<file path="config.mk">
export PLATFORM = sky130hd
export DESIGN_NAME = wb_spi_slave
export DESIGN_NICKNAME = d
export VERILOG_FILES = /design/src/rtl/wb_spi_slave.sv
export SDC_FILE = /design/constraint.sdc
export NUM_CORES = 1
export LEC_CHECK = 0
export ABC_CLOCK_PERIOD_IN_PS = 2600
export BUFFER_PORTS_ARGS = -buffer_cell sky130_fd_sc_hd__buf_4
export CAP_MARGIN = 20
export CORE_MARGIN = 2
export CORE_UTILIZATION = 30
export CTS_BUF_LIST = sky130_fd_sc_hd__clkbuf_2
export CTS_CLUSTER_DIAMETER = 100
export DETAILED_ROUTE_END_ITERATION = 12
export SYNTH_ARGS = -nofsm -noshare
export SYNTH_HDL_FRONTEND = slang
export SYNTH_SLANG_ARGS = --single-unit
</file>
<file path="constraint.sdc">
create_clock -name clk -period 2.6 [get_ports clk]
set_input_delay 0.39 -clock clk [delete_from_list [all_inputs] [get_ports clk]]
set_output_delay 0.39 -clock clk [all_outputs]
set_load 0.01 [all_outputs]
</file>
<file path="src/rtl/wb_spi_slave.sv">
// wb_spi_slave: SPI mode-0 target (8-bit, MSB first) with a Wishbone
// register window (RXDATA/TXDATA/STATUS/CTRL) for the LM32 conbus.
// Optional macro: SPI_SLAVE_IRQ_EN enables the CTRL register and intr.
// Ports:
//   clk, reset       system clock, synchronous active-high reset
//   wb_*             Wishbone slave (adr[3:2] decoded, sel ignored)
//   spi_sck/mosi/cs_n  external master inputs (synchronised here)
//   spi_miso/_oe     target data out and its tri-state enable
//   intr             interrupt request (tied 0 without the macro)
module wb_spi_slave #(
    parameter logic [7:0]  idle_byte   = 8'h00,
    parameter int unsigned sync_stages = 2
) (
    input  logic        clk,
    input  logic        reset,
    input  logic [31:0] wb_adr_i,
    input  logic [31:0] wb_dat_i,
    output logic [31:0] wb_dat_o,
    input  logic        wb_stb_i,
    input  logic        wb_cyc_i,
    input  logic        wb_we_i,
    input  logic [3:0]  wb_sel_i,
    output logic        wb_ack_o,
    input  logic        spi_sck,
    input  logic        spi_mosi,
    input  logic        spi_cs_n,
    output logic        spi_miso,
    output logic        spi_miso_oe,
    output logic        intr
);

    logic [sync_stages-1:0] sck_sync_q, sck_sync_d;
    logic [sync_stages-1:0] mosi_sync_q, mosi_sync_d;
    logic [sync_stages-1:0] cs_sync_q, cs_sync_d;
    logic       sck_prev_q, sck_prev_d;
    logic       cs_prev_q, cs_prev_d;
    logic       active_q, active_d;
    logic [2:0] cnt_q, cnt_d;
    logic [7:0] rx_sr_q, rx_sr_d;
    logic [7:0] tx_sr_q, tx_sr_d;
    logic [7:0] rx_data_q, rx_data_d;
    logic [7:0] tx_hold_q, tx_hold_d;
    logic       rx_full_q, rx_full_d;
    logic       tx_full_q, tx_full_d;
    logic       overrun_q, overrun_d;
    logic       miso_q, miso_d;
    logic       ack_q, ack_d;
    logic [31:0] dat_q, dat_d;
`ifdef SPI_SLAVE_IRQ_EN
    logic       ien_q, ien_d;
    logic       intr_q, intr_d;
`endif

    logic       sck_s, mosi_s, cs_s;
    logic       sck_rise, sck_fall, cs_rise, cs_fall;
    logic       hit, rd_rx, wr_tx, wr_st, wr_ctrl;
    logic       tx_load, frame_done;
    logic [7:0] load_val, rx_byte;
    logic [31:0] rdata;
    logic       unused_ok;

    assign unused_ok = ^{wb_sel_i, wb_adr_i[31:4], wb_adr_i[1:0],
                         wb_dat_i[31:8], wr_ctrl};

    assign sck_s  = sck_sync_q[sync_stages-1];
    assign mosi_s = mosi_sync_q[sync_stages-1];
    assign cs_s   = cs_sync_q[sync_stages-1];

    assign sck_rise = sck_s & ~sck_prev_q;
    assign sck_fall = ~sck_s & sck_prev_q;
    assign cs_fall  = ~cs_s & cs_prev_q;
    assign cs_rise  = cs_s & ~cs_prev_q;

    assign hit     = wb_stb_i & wb_cyc_i & ~ack_q;
    assign rd_rx   = hit & ~wb_we_i & (wb_adr_i[3:2] == 2'd0);
    assign wr_tx   = hit & wb_we_i & (wb_adr_i[3:2] == 2'd1);
    assign wr_st   = hit & wb_we_i & (wb_adr_i[3:2] == 2'd2);
    assign wr_ctrl = hit & wb_we_i & (wb_adr_i[3:2] == 2'd3);

    assign load_val = tx_full_q ? tx_hold_q : idle_byte;
    assign rx_byte  = {rx_sr_q[6:0], mosi_s};

    always_comb begin
        rdata = 32'h0;
        unique case (wb_adr_i[3:2])
            2'd0: rdata = {24'h0, rx_data_q};
            2'd1: rdata = 32'h0;
            2'd2: rdata = {28'h0, active_q, overrun_q, ~tx_full_q, rx_full_q};
`ifdef SPI_SLAVE_IRQ_EN
            2'd3: rdata = {31'h0, ien_q};
`else
            2'd3: rdata = 32'h0;
`endif
        endcase
    end

    always_comb begin
        sck_sync_d  = {sck_sync_q[sync_stages-2:0], spi_sck};
        mosi_sync_d = {mosi_sync_q[sync_stages-2:0], spi_mosi};
        cs_sync_d   = {cs_sync_q[sync_stages-2:0], spi_cs_n};
        sck_prev_d  = sck_s;
        cs_prev_d   = cs_s;
        active_d    = active_q;
        cnt_d       = cnt_q;
        rx_sr_d     = rx_sr_q;
        tx_sr_d     = tx_sr_q;
        rx_data_d   = rx_data_q;
        tx_hold_d   = tx_hold_q;
        rx_full_d   = rx_full_q;
        tx_full_d   = tx_full_q;
        overrun_d   = overrun_q;
        miso_d      = miso_q;
        ack_d       = hit;
        dat_d       = hit ? rdata : 32'h0;
        tx_load     = 1'b0;
        frame_done  = 1'b0;

        if (cs_rise) begin
            active_d = 1'b0;
            cnt_d    = 3'd0;
            miso_d   = 1'b0;
            rx_sr_d  = 8'h00;
        end else if (cs_fall) begin
            active_d = 1'b1;
            cnt_d    = 3'd0;
            rx_sr_d  = 8'h00;
            tx_sr_d  = load_val;
            miso_d   = load_val[7];
            tx_load  = 1'b1;
        end else if (active_q) begin
            if (sck_rise) begin
                rx_sr_d    = rx_byte;
                cnt_d      = cnt_q + 3'd1;
                frame_done = (cnt_q == 3'd7);
            end else if (sck_fall) begin
                if (cnt_q != 3'd0) begin
                    tx_sr_d = {tx_sr_q[6:0], 1'b0};
                    miso_d  = tx_sr_q[6];
                end else begin
                    tx_sr_d = load_val;
                    miso_d  = load_val[7];
                    tx_load = 1'b1;
                end
            end
        end

        // A read acked with completion frees the slot for the new byte.
        if (rd_rx) rx_full_d = 1'b0;
        if (wr_st && wb_dat_i[2]) overrun_d = 1'b0;
        if (frame_done) begin
            if (!rx_full_q || rd_rx) begin
                rx_data_d = rx_byte;
                rx_full_d = 1'b1;
            end else begin
                overrun_d = 1'b1;
            end
        end

        // Load sees the pre-write holding state; the write lands after.
        if (tx_load) tx_full_d = 1'b0;
        if (wr_tx) begin
            tx_hold_d = wb_dat_i[7:0];
            tx_full_d = 1'b1;
        end

`ifdef SPI_SLAVE_IRQ_EN
        ien_d  = wr_ctrl ? wb_dat_i[0] : ien_q;
        intr_d = ien_q & (rx_full_q | overrun_q);
`endif
    end

    always_ff @(posedge clk) begin
        if (reset) begin
            // cs sync resets "low" so a frame already in progress
            // produces no falling edge and stays ignored.
            sck_sync_q  <= '0;
            mosi_sync_q <= '0;
            cs_sync_q   <= '0;
            sck_prev_q  <= 1'b0;
            cs_prev_q   <= 1'b0;
            active_q    <= 1'b0;
            cnt_q       <= 3'd0;
            rx_sr_q     <= 8'h00;
            tx_sr_q     <= 8'h00;
            rx_data_q   <= 8'h00;
            tx_hold_q   <= 8'h00;
            rx_full_q   <= 1'b0;
            tx_full_q   <= 1'b0;
            overrun_q   <= 1'b0;
            miso_q      <= 1'b0;
            ack_q       <= 1'b0;
            dat_q       <= 32'h0;
`ifdef SPI_SLAVE_IRQ_EN
            ien_q       <= 1'b0;
            intr_q      <= 1'b0;
`endif
        end else begin
            sck_sync_q  <= sck_sync_d;
            mosi_sync_q <= mosi_sync_d;
            cs_sync_q   <= cs_sync_d;
            sck_prev_q  <= sck_prev_d;
            cs_prev_q   <= cs_prev_d;
            active_q    <= active_d;
            cnt_q       <= cnt_d;
            rx_sr_q     <= rx_sr_d;
            tx_sr_q     <= tx_sr_d;
            rx_data_q   <= rx_data_d;
            tx_hold_q   <= tx_hold_d;
            rx_full_q   <= rx_full_d;
            tx_full_q   <= tx_full_d;
            overrun_q   <= overrun_d;
            miso_q      <= miso_d;
            ack_q       <= ack_d;
            dat_q       <= dat_d;
`ifdef SPI_SLAVE_IRQ_EN
            ien_q       <= ien_d;
            intr_q      <= intr_d;
`endif
        end
    end

    assign wb_ack_o    = ack_q;
    assign wb_dat_o    = dat_q;
    assign spi_miso    = miso_q;
    assign spi_miso_oe = active_q;
`ifdef SPI_SLAVE_IRQ_EN
    assign intr = intr_q;
`else
    assign intr = 1'b0;
`endif

endmodule

</file>
==> results.md, run 1 <==
- Area of the multi-input gates: 1045 µm²
- Fraction of synthesized area in multiplexers: 0.05175
- Core ar.: 7607 µm²
- Fillers: 810
- Setup Fix Bufs, Post-CTS: 0
- Worst Skew: 0.005786 ns
- Synthesized area: 2321 µm²
- CP peak stage delay: 0.51 ns
- Syn. warnings: 0
- Slowest cell on crit path: or3b_1
- Ratio of cells with drive above 1 in the final layout: 0.1491
- Global route overflow: 0
- Largest family of logic cells by synthesized area: simple AND/OR/NAND/NOR gates
- ANT nets after route: 0
- Slew Limit Headroom: 0.6363
- Final Max Tran Viols: 0
- Die height: 91.96 µm
- Synth area leaders: dfxtp_1, buf_4, mux2i_1
- Outcome: finished, final reports clean
- WP data arrival: 2.30 ns
- Final hold violations: 0
- # diodes: 0
- Post-Syn Instances: 252
- Crit-path cells: and3b_1 > buf_4 > nand3_1 > or3b_1 > a21oi_1
- Root Buffer: clkbuf_2
- Most frequent cells in the layout: dfxtp_1, buf_4, conb_1
- Commonest non-fill, non-tap cell in the layout: dfxtp_1
- PwrDens: 498.2 nW/µm²
- Setup Viol. Count Final: 0
- Initial antenna violation count: 0
- Area grow syn2layout: 10.03%
- DRT Wirelength: 3.899 mm
- PortBufs: 28
- H-tree depth: 2
- First-pass GRT wire length: 6.624 mm
- Least-Margin Pin Slew: 0.5440 ns
- #FFs+latches synth: 55
- Min Tclk post-route: 1.928 ns
- Io pins: 112
- Sequential share of the synthesized area: 0.4744
- Placed cells: 369
- Critical Path Fanout Max: 18
- GP Congestion: 0.7072
- Synth Area in Simple Gates: 0.2016
- Row Count: 32
- Sequential cell area: 1101 µm²
- Netlist cell types: 31
- Startpoint types: register
- Iteration-0 DRC Markers: 48
- Peak supply drop: 0.1869 mV
- Worst EP required: 2.97 ns
- Clock Path Buffers: 2
- RSZ-0062 raised after global routing: false
- Total negative slack: 0 ns
- Hold Path Class: in -> reg
- GRT Util Overall: 0.09530
- Per-cell routed wire length: 10.34 µm
- Period utilization: 0.7417
- Via density: 4.313
- Vias in the first global route: 1479
- Die ar.: 8456 µm²
- Area after DPL: 2514 µm²
- Initial DRT Pass Iterations: 4
- Fmax: 0.5186 GHz
- Largest net degree at the start of global routing: 40
- CTS Buf Count: 5
- Post-synthesis average cell area: 9.210 µm²
- Critical Path Sink Type: register
- Synth Area in XOR/XNOR: 0.003774
- DP HPWL: 2.728 mm
- WS Path Type: reg -> reg
- Compound-Gate Fraction of Synth Area: 0.1364
- DR DRC count: 0
- Hold_buf cts: 0
- Leakage: 0.9470 nW
- Adder-cell share of the synthesized area: 0.01617
- Max Cap Viol: 0
- Largest area contributor in the synthesized netlist: dfxtp_1
- Hold Slack: 0.1582 ns
- Synth top area share: 0.4744
- Routed via count: 1626
- CTS tree: built
- Initial Util: 0.3051
- Nets@finish: 353
- Skew-Pair Late Insertion Delay: 0.42 ns
- Post-CTS Resized: 0
- Final non-filler cell total: 377
- Design Area, Final: 2554 µm²
- Chip Width: 91.96 µm
- # clock sinks: 55
- Reg clk slew, reported paths: 0.24 ns
- Total power: 1.272 mW
==> critical path, delay by kind of cell (launching register included) <==
kind / cells / cell delay [ns]
flops: 1 / 0.48
simple gates: 3 / 1.10
buf+inv: 1 / 0.16
compound gates: 1 / 0.12
==> routing by layer <==
| metal | part of all wire | up-vias | GRT usage |
|---|---|---|---|
| met3 | 0.045 | 7 | 0.01972 |
| met2 | 0.44 | 41 | 0.1526 |
| met5 | 0 | - | 0 |
| li1 | - | 851 | - |
| met4 | 0.017 | 0 | 0.04104 |
| met1 | 0.50 | 727 | 0.1245 |
==> synth_stat cells (all sizes together) <==
cell and instances:
dfxtp 55, buf 29, a21oi 23, nand2 22, nor2 22, mux2i 12
clkbuf 10, o21ai 10, nor2b 9, nand3 8, or3b 8, a311oi 6
o211ai 6, and2 5, nand2b 5, inv 4, ha 3, nand3b 3
and3b 2, nor3 2, a2111oi 1, a211oi 1, conb 1, nand4 1
nand4bb 1, o31a 1, or2 1, xnor2 1
==> registers in the layout, summed over array words and instances (netlist names) <==
name	count
wb_ack_o	1
spi_miso_oe	1
sck_prev_q	1
tx_sr_q	7
overrun_q	1
cs_sync_q	2
tx_full_q	1
mosi_sync_q	2
cnt_q	3
wb_dat_o	8
tx_hold_q	8
rx_sr_q	7
rx_data_q	8
rx_full_q	1
cs_prev_q	1
sck_sync_q	2
spi_miso	1
==> power by group <==
| part | switching (mW) | internal (mW) |
|---|---|---|
| combinational | 0.0516 | 0.0341 |
| sequential | 0.00714 | 0.858 |
| clock | 0.248 | 0.0734 |
==> per-stage QoR <==
step	setup WS (ns)	util
finish	0.6716	0.3357
global route	0.4612	0.3357
CTS	0.6479	0.3357
detailed placement	0.7039	0.3304
global placement	0.7295	0.3304
floorplan	1.151	-
==> cell families (layout without fill, tap and decap cells) <==
group           Yosys count  after routing
compound gates           48             48
flops                    55             55
mux                      12             12
other cells               1             25
fa+ha+maj                 3              3
simple gates             89             89
xor+xnor                  1              1
buf+inv                  43             42
==> cell type report <==
cell class	count	area share
Sequential cell	55	0.4312
Multi-Input combinational cell	178	0.4091
Timing Repair Buffer	30	0.08819
Tap cell	102	0.04998
Clock buffer	7	0.01372
Inverter	4	0.005879
Clock inverter	1	0.001960
==> worst paths after layout <==
check	start	endpoint	slack [ns]	depth (start not counted)
hold reg to reg	sck_sync_q[0]	sck_sync_q[1]	0.46	1
hold / removal	spi_sck	sck_sync_q[0]	0.16	2
setup reg to reg	spi_miso_oe	rx_data_q[5]	0.67	5
setup / recovery	spi_miso_oe	rx_data_q[5]	0.67	5
(Power assumes the default switching activity.)
==> inputs of run 2 (changes only) <==
--- a/config.mk
+++ b/config.mk
@@ -5,7 +5,7 @@
 export SDC_FILE = /design/constraint.sdc
 export NUM_CORES = 1
 export LEC_CHECK = 0
-export ABC_CLOCK_PERIOD_IN_PS = 2600
+export ABC_CLOCK_PERIOD_IN_PS = 1600
 export BUFFER_PORTS_ARGS = -buffer_cell sky130_fd_sc_hd__buf_4
 export CAP_MARGIN = 20
 export CORE_MARGIN = 2
==> constraint.sdc (replaced) <==
create_clock -name clk -period 1.6 [get_ports clk]
set_input_delay 0.24 -clock clk [delete_from_list [all_inputs] [get_ports clk]]
set_output_delay 0.24 -clock clk [all_outputs]
set_load 0.01 [all_outputs]
==> results.md, run 2 (synthesis gave the netlist of run 1 again) <==
- Outcome: finished, final reports clean
- Reg2Reg Depth: 4
- DRT Wirelength: 4.434 mm
- PwrDens: 747.7 nW/µm²
- Design Area, Final: 2813 µm²
- Critical Path End: rx_data_q[3]
- Reg clk slew, reported paths: 0.25 ns
- Worst Skew: 0.01955 ns
- Sequential cell area: 1105 µm²
- RR Startpoint: wb_ack_o
- First-pass GRT wire length: 7.258 mm
- Startpoint types: register
- Per-cell routed wire length: 11.06 µm
- Most frequent cells in the layout: dfxtp_1, buf_4, conb_1
- CTS Buf Count: 5
- Commonest non-fill, non-tap cell in the layout: dfxtp_1
- ANT nets after route: 0
- Leakage: 1.058 nW
- Period utilization: 0.9477
- Min Tclk post-route: 1.516 ns
- Peak supply drop: 0.2888 mV
- Global route overflow: 0
- Final cell utilization of the core: 0.3697
- Placed cells: 380
- Hold Slack: 0.05290 ns
- Nets@finish: 377
- Core ar.: 7607 µm²
- Fmax: 0.6595 GHz
- Area after DPL: 2596 µm²
- # diodes: 0
- Worst EP required: 1.98 ns
- Via density: 4.436
- Skew-Pair Late Insertion Delay: 0.44 ns
- Fillers: 777
- FF-to-FF End: rx_data_q[3]
- Row Count: 32
- Area grow syn2layout: 21.19%
- Initial antenna violation count: 0
- Critical Path Sink Type: register
- Hold Path Class: in -> reg
- Iteration-0 DRC Markers: 55
- Largest net degree at the start of global routing: 28
- Final Max Tran Viols: 0
- Max Cap Viol: 0
- GP Congestion: 0.7263
- DR DRC count: 0
- GRT Util Overall: 0.1038
- Critical Path Fanout Max: 6
- Setup Viol. Count Final: 0
- Ratio of cells with drive above 1 in the final layout: 0.2107
- PortBufs: 28
- CTS tree: built
- Slack of the critical path: 0.08367 ns
- Reg2Reg Setup Slack: 0.08 ns
- WP data arrival: 1.90 ns
- Die height: 91.96 µm
- DP HPWL: 2.915 mm
- Area of the multi-input gates: 1110 µm²
- WS Path Type: reg -> reg
- Root Buffer: clkbuf_2
- Die ar.: 8456 µm²
- Final non-filler cell total: 401
- Chip Width: 91.96 µm
- H-tree depth: 2
- Vias in the first global route: 1613
- Final hold violations: 0
- Beginning of the critical path: wb_ack_o
- Initial DRT Pass Iterations: 4
- Routed via count: 1779
- RSZ-0062 raised after global routing: true
- Pre-CTS setup slack: -0.002454 ns
- Clock Path Buffers: 2
- Io pins: 112
- Initial Util: 0.3051
- # clock sinks: 55
-- run 2: worst min-delay path by stage --
| stage | start | endpoint | slack, ns | depth (start not counted) |
|---|---|---|---|---|
| 2_1_floorplan | spi_cs_n | cs_sync_q[0] | 0.37 | 1 |
| 3_3_place_gp | cs_sync_q[0] | cs_sync_q[1] | 0.42 | 1 |
| 3_5_place_dp | sck_sync_q[0] | sck_sync_q[1] | 0.43 | 1 |
| 4_1_cts | reset | mosi_sync_q[1] | 0.04 | 2 |
| 5_1_grt | reset | sck_sync_q[1] | 0.02 | 2 |
| 6_report | reset | spi_miso_oe | 0.05 | 2 |
-- run 2: critical path, stage by stage, from the launching register on --
cell       delay [ns]
dfxtp_2          0.38
nand4bb_4        0.24
o31a_1           0.34
or3b_1           0.40
a21oi_1          0.12
-- run 2: metrics by stage --
step | TNS [ns] | power, mW
3_3_place_gp | 0 | 1.575
4_1_cts | 0 | 2.131
5_1_grt | -0.04442 | 2.201
2_1_floorplan | 0 | 1.566
3_5_place_dp | -0.002454 | 1.577
6_report | 0 | 2.103
-- run 2: cell type report --
| cell class | count | share of cell area |
|---|---|---|
| Tap cell | 102 | 0.04537 |
| Timing Repair Buffer | 52 | 0.1477 |
| Sequential cell | 55 | 0.3928 |
| Clock inverter | 3 | 0.005338 |
| Clock buffer | 5 | 0.008897 |
| Inverter | 4 | 0.005338 |
| Multi-Input combinational cell | 180 | 0.3946 |
-- run 2: power by group --
group	switching, mW	internal, mW
registers	0.0105	1.39
clock network	0.421	0.101
logic	0.0967	0.0790
-- run 2: what timing repair did --
action | in CTS | in global routing
hold buffers | 10 | 0
endpoints found under the hold margin | 10 | 0
endpoints found under the setup margin | 9 | 8
pin swaps | 1 | 6
buffers inserted | 0 | 1
resized for setup | 2 | 10
cloned | 1 | 1
-- run 2: metal layers --
layer  track usage  share of wire
met5             0              0
met4       0.03731          0.013
met3       0.01972          0.048
met2        0.1740           0.47
met1        0.1333           0.47
==> inputs of run 3 (changes only) <==
--- a/config.mk
+++ b/config.mk
@@ -10,7 +10,6 @@
 export CAP_MARGIN = 20
 export CORE_MARGIN = 2
 export CORE_UTILIZATION = 30
-export CTS_BUF_LIST = sky130_fd_sc_hd__clkbuf_2
 export CTS_CLUSTER_DIAMETER = 100
 export DETAILED_ROUTE_END_ITERATION = 12
 export SYNTH_ARGS = -nofsm -noshare
==> results.md, run 3 (synthesis gave the netlist of run 1 again) <==
- WP data arrival: 1.76 ns
- GP Congestion: 0.7263
- Startpoint types: register
- Max Cap Viol: 0
- Design Area, Final: 2741 µm²
- Routed via count: 1712
- Commonest non-fill, non-tap cell in the layout: dfxtp_1
- Setup Fix Bufs, Post-CTS: 0
- Final non-filler cell total: 389
- GRT Util Overall: 0.1031
- Leakage: 1.028 nW
- CTS Buf Count: 5
- Initial Util: 0.3051
- Ratio of cells with drive above 1 in the final layout: 0.2056
- PortBufs: 28
- Skew-Pair Late Insertion Delay: 0.30 ns
- Outcome: finished, final reports clean
- RR Startpoint: wb_ack_o
- Clock Path Buffers: 2
- Final Max Tran Viols: 0
- Nets@finish: 365
- Hold_buf cts: 0
- ANT nets after route: 0
- Io pins: 112
- Area after DPL: 2596 µm²
- Setup Viol. Count Final: 0
- Core ar.: 7607 µm²
- Worst EP required: 1.84 ns
- Placed cells: 380
- Reg clk slew, reported paths: 0.09 ns
- WS Path Type: reg -> reg
- Crit-path cells: nand4bb_4 > o31a_4 > or3b_4 > a21oi_2
- Crit path depth: 4
- Final hold violations: 0
- H-tree depth: 2
- Iteration-0 DRC Markers: 62
- Initial DRT Pass Iterations: 4
- CTS tree: built
- Peak supply drop: 0.3168 mV
- Per-cell routed wire length: 10.92 µm
- FF-to-FF End: rx_data_q[5]
- Vias in the first global route: 1579
- Area grow syn2layout: 18.11%
- DP HPWL: 2.915 mm
- Final cell utilization of the core: 0.3604
- Worst Skew: 0.006270 ns
- Largest net degree at the start of global routing: 28
- Post-CTS Resized: 0
- Critical Path End: rx_data_q[5]
- Chip Width: 91.96 µm
- Initial antenna violation count: 0
- PwrDens: 834.4 nW/µm²
- Die ar.: 8456 µm²
- Hold Slack: 0.1501 ns
- # diodes: 0
- Die height: 91.96 µm
- Global route overflow: 0
- Via density: 4.401
- Crit path max-delay family: simple AND/OR/NAND/NOR gates
- # clock sinks: 55
- Fmax: 0.6571 GHz
- DR DRC count: 0
- Hold Path Class: in -> reg
- Root Buffer: clkbuf_8
- CP peak stage delay: 0.40 ns
- Slowest cell on crit path: or3b_4
- Critical Path Fanout Max: 6
- First-pass GRT wire length: 7.072 mm
- Reg2Reg Setup Slack: 0.08 ns
- Total negative slack: 0 ns
- Beginning of the critical path: wb_ack_o
- Min Tclk post-route: 1.522 ns
- DRT Wirelength: 4.247 mm
- CP Buf/Inv Count: 0
- Hold Crit Depth: 2
- Reg2Reg Depth: 4
- Period utilization: 0.9512
- Row Count: 32
- Most frequent cells in the layout: dfxtp_1, buf_4, conb_1
- Critical Path Sink Type: register
[run 3: cell types whose count changed in the layout (fill, tap and decap cells not counted), sizes merged]
cell and change:
buf -1, nand3 -1, dlygate4sd3 -10
[run 3: where the power goes]
group | internal, mW | total (mW) | switching, mW | leakage [nW]
sequential | 1.39 | 1.40 | 0.0104 | 0.445
combinational | 0.0633 | 0.155 | 0.0921 | 0.535
clock | 0.301 | 0.734 | 0.433 | 0.0477
[run 3: through the flow]
stage	power (mW)	worst slack, ns
2_1_floorplan	1.566	0.2002
3_3_place_gp	1.575	0.01703
3_5_place_dp	1.577	-0.002454
4_1_cts	2.315	0.0009697
5_1_grt	2.394	-0.01480
6_report	2.287	0.07815
[run 3: layout make-up]
type,instances,area [µm²]
multi-input combinational,179,1106
clock inverter,3,15.01
tap,102,127.6
fill,792,4866
inverter,4,15.01
clock buffer,5,68.82
sequential,55,1101
timing repair buffer,41,307.8
[run 3: metal layers]
layer | track usage | wire length (µm)
met1 | 0.1322 | 1973
met4 | 0.05597 | 80
met3 | 0.01726 | 223
met5 | 0 | 0
met2 | 0.1654 | 1969
[run 3: worst reg2reg max path, cell delays in order (launching register included)]
cell	delay, ns
dfxtp_1	0.33
nand4bb_4	0.22
o31a_4	0.38
or3b_4	0.40
a21oi_2	0.13
[run 3: how the worst min path moves through the flow]
stage | slack [ns] | start | to
after floorplan | 0.37 | spi_cs_n | cs_sync_q[0]
after global placement | 0.42 | cs_sync_q[0] | cs_sync_q[1]
after detailed placement | 0.43 | sck_sync_q[0] | sck_sync_q[1]
after CTS | 0.14 | spi_sck | sck_sync_q[0]
after global routing | 0.15 | wb_dat_i[7] | tx_hold_q[7]
final | 0.15 | spi_sck | sck_sync_q[0]
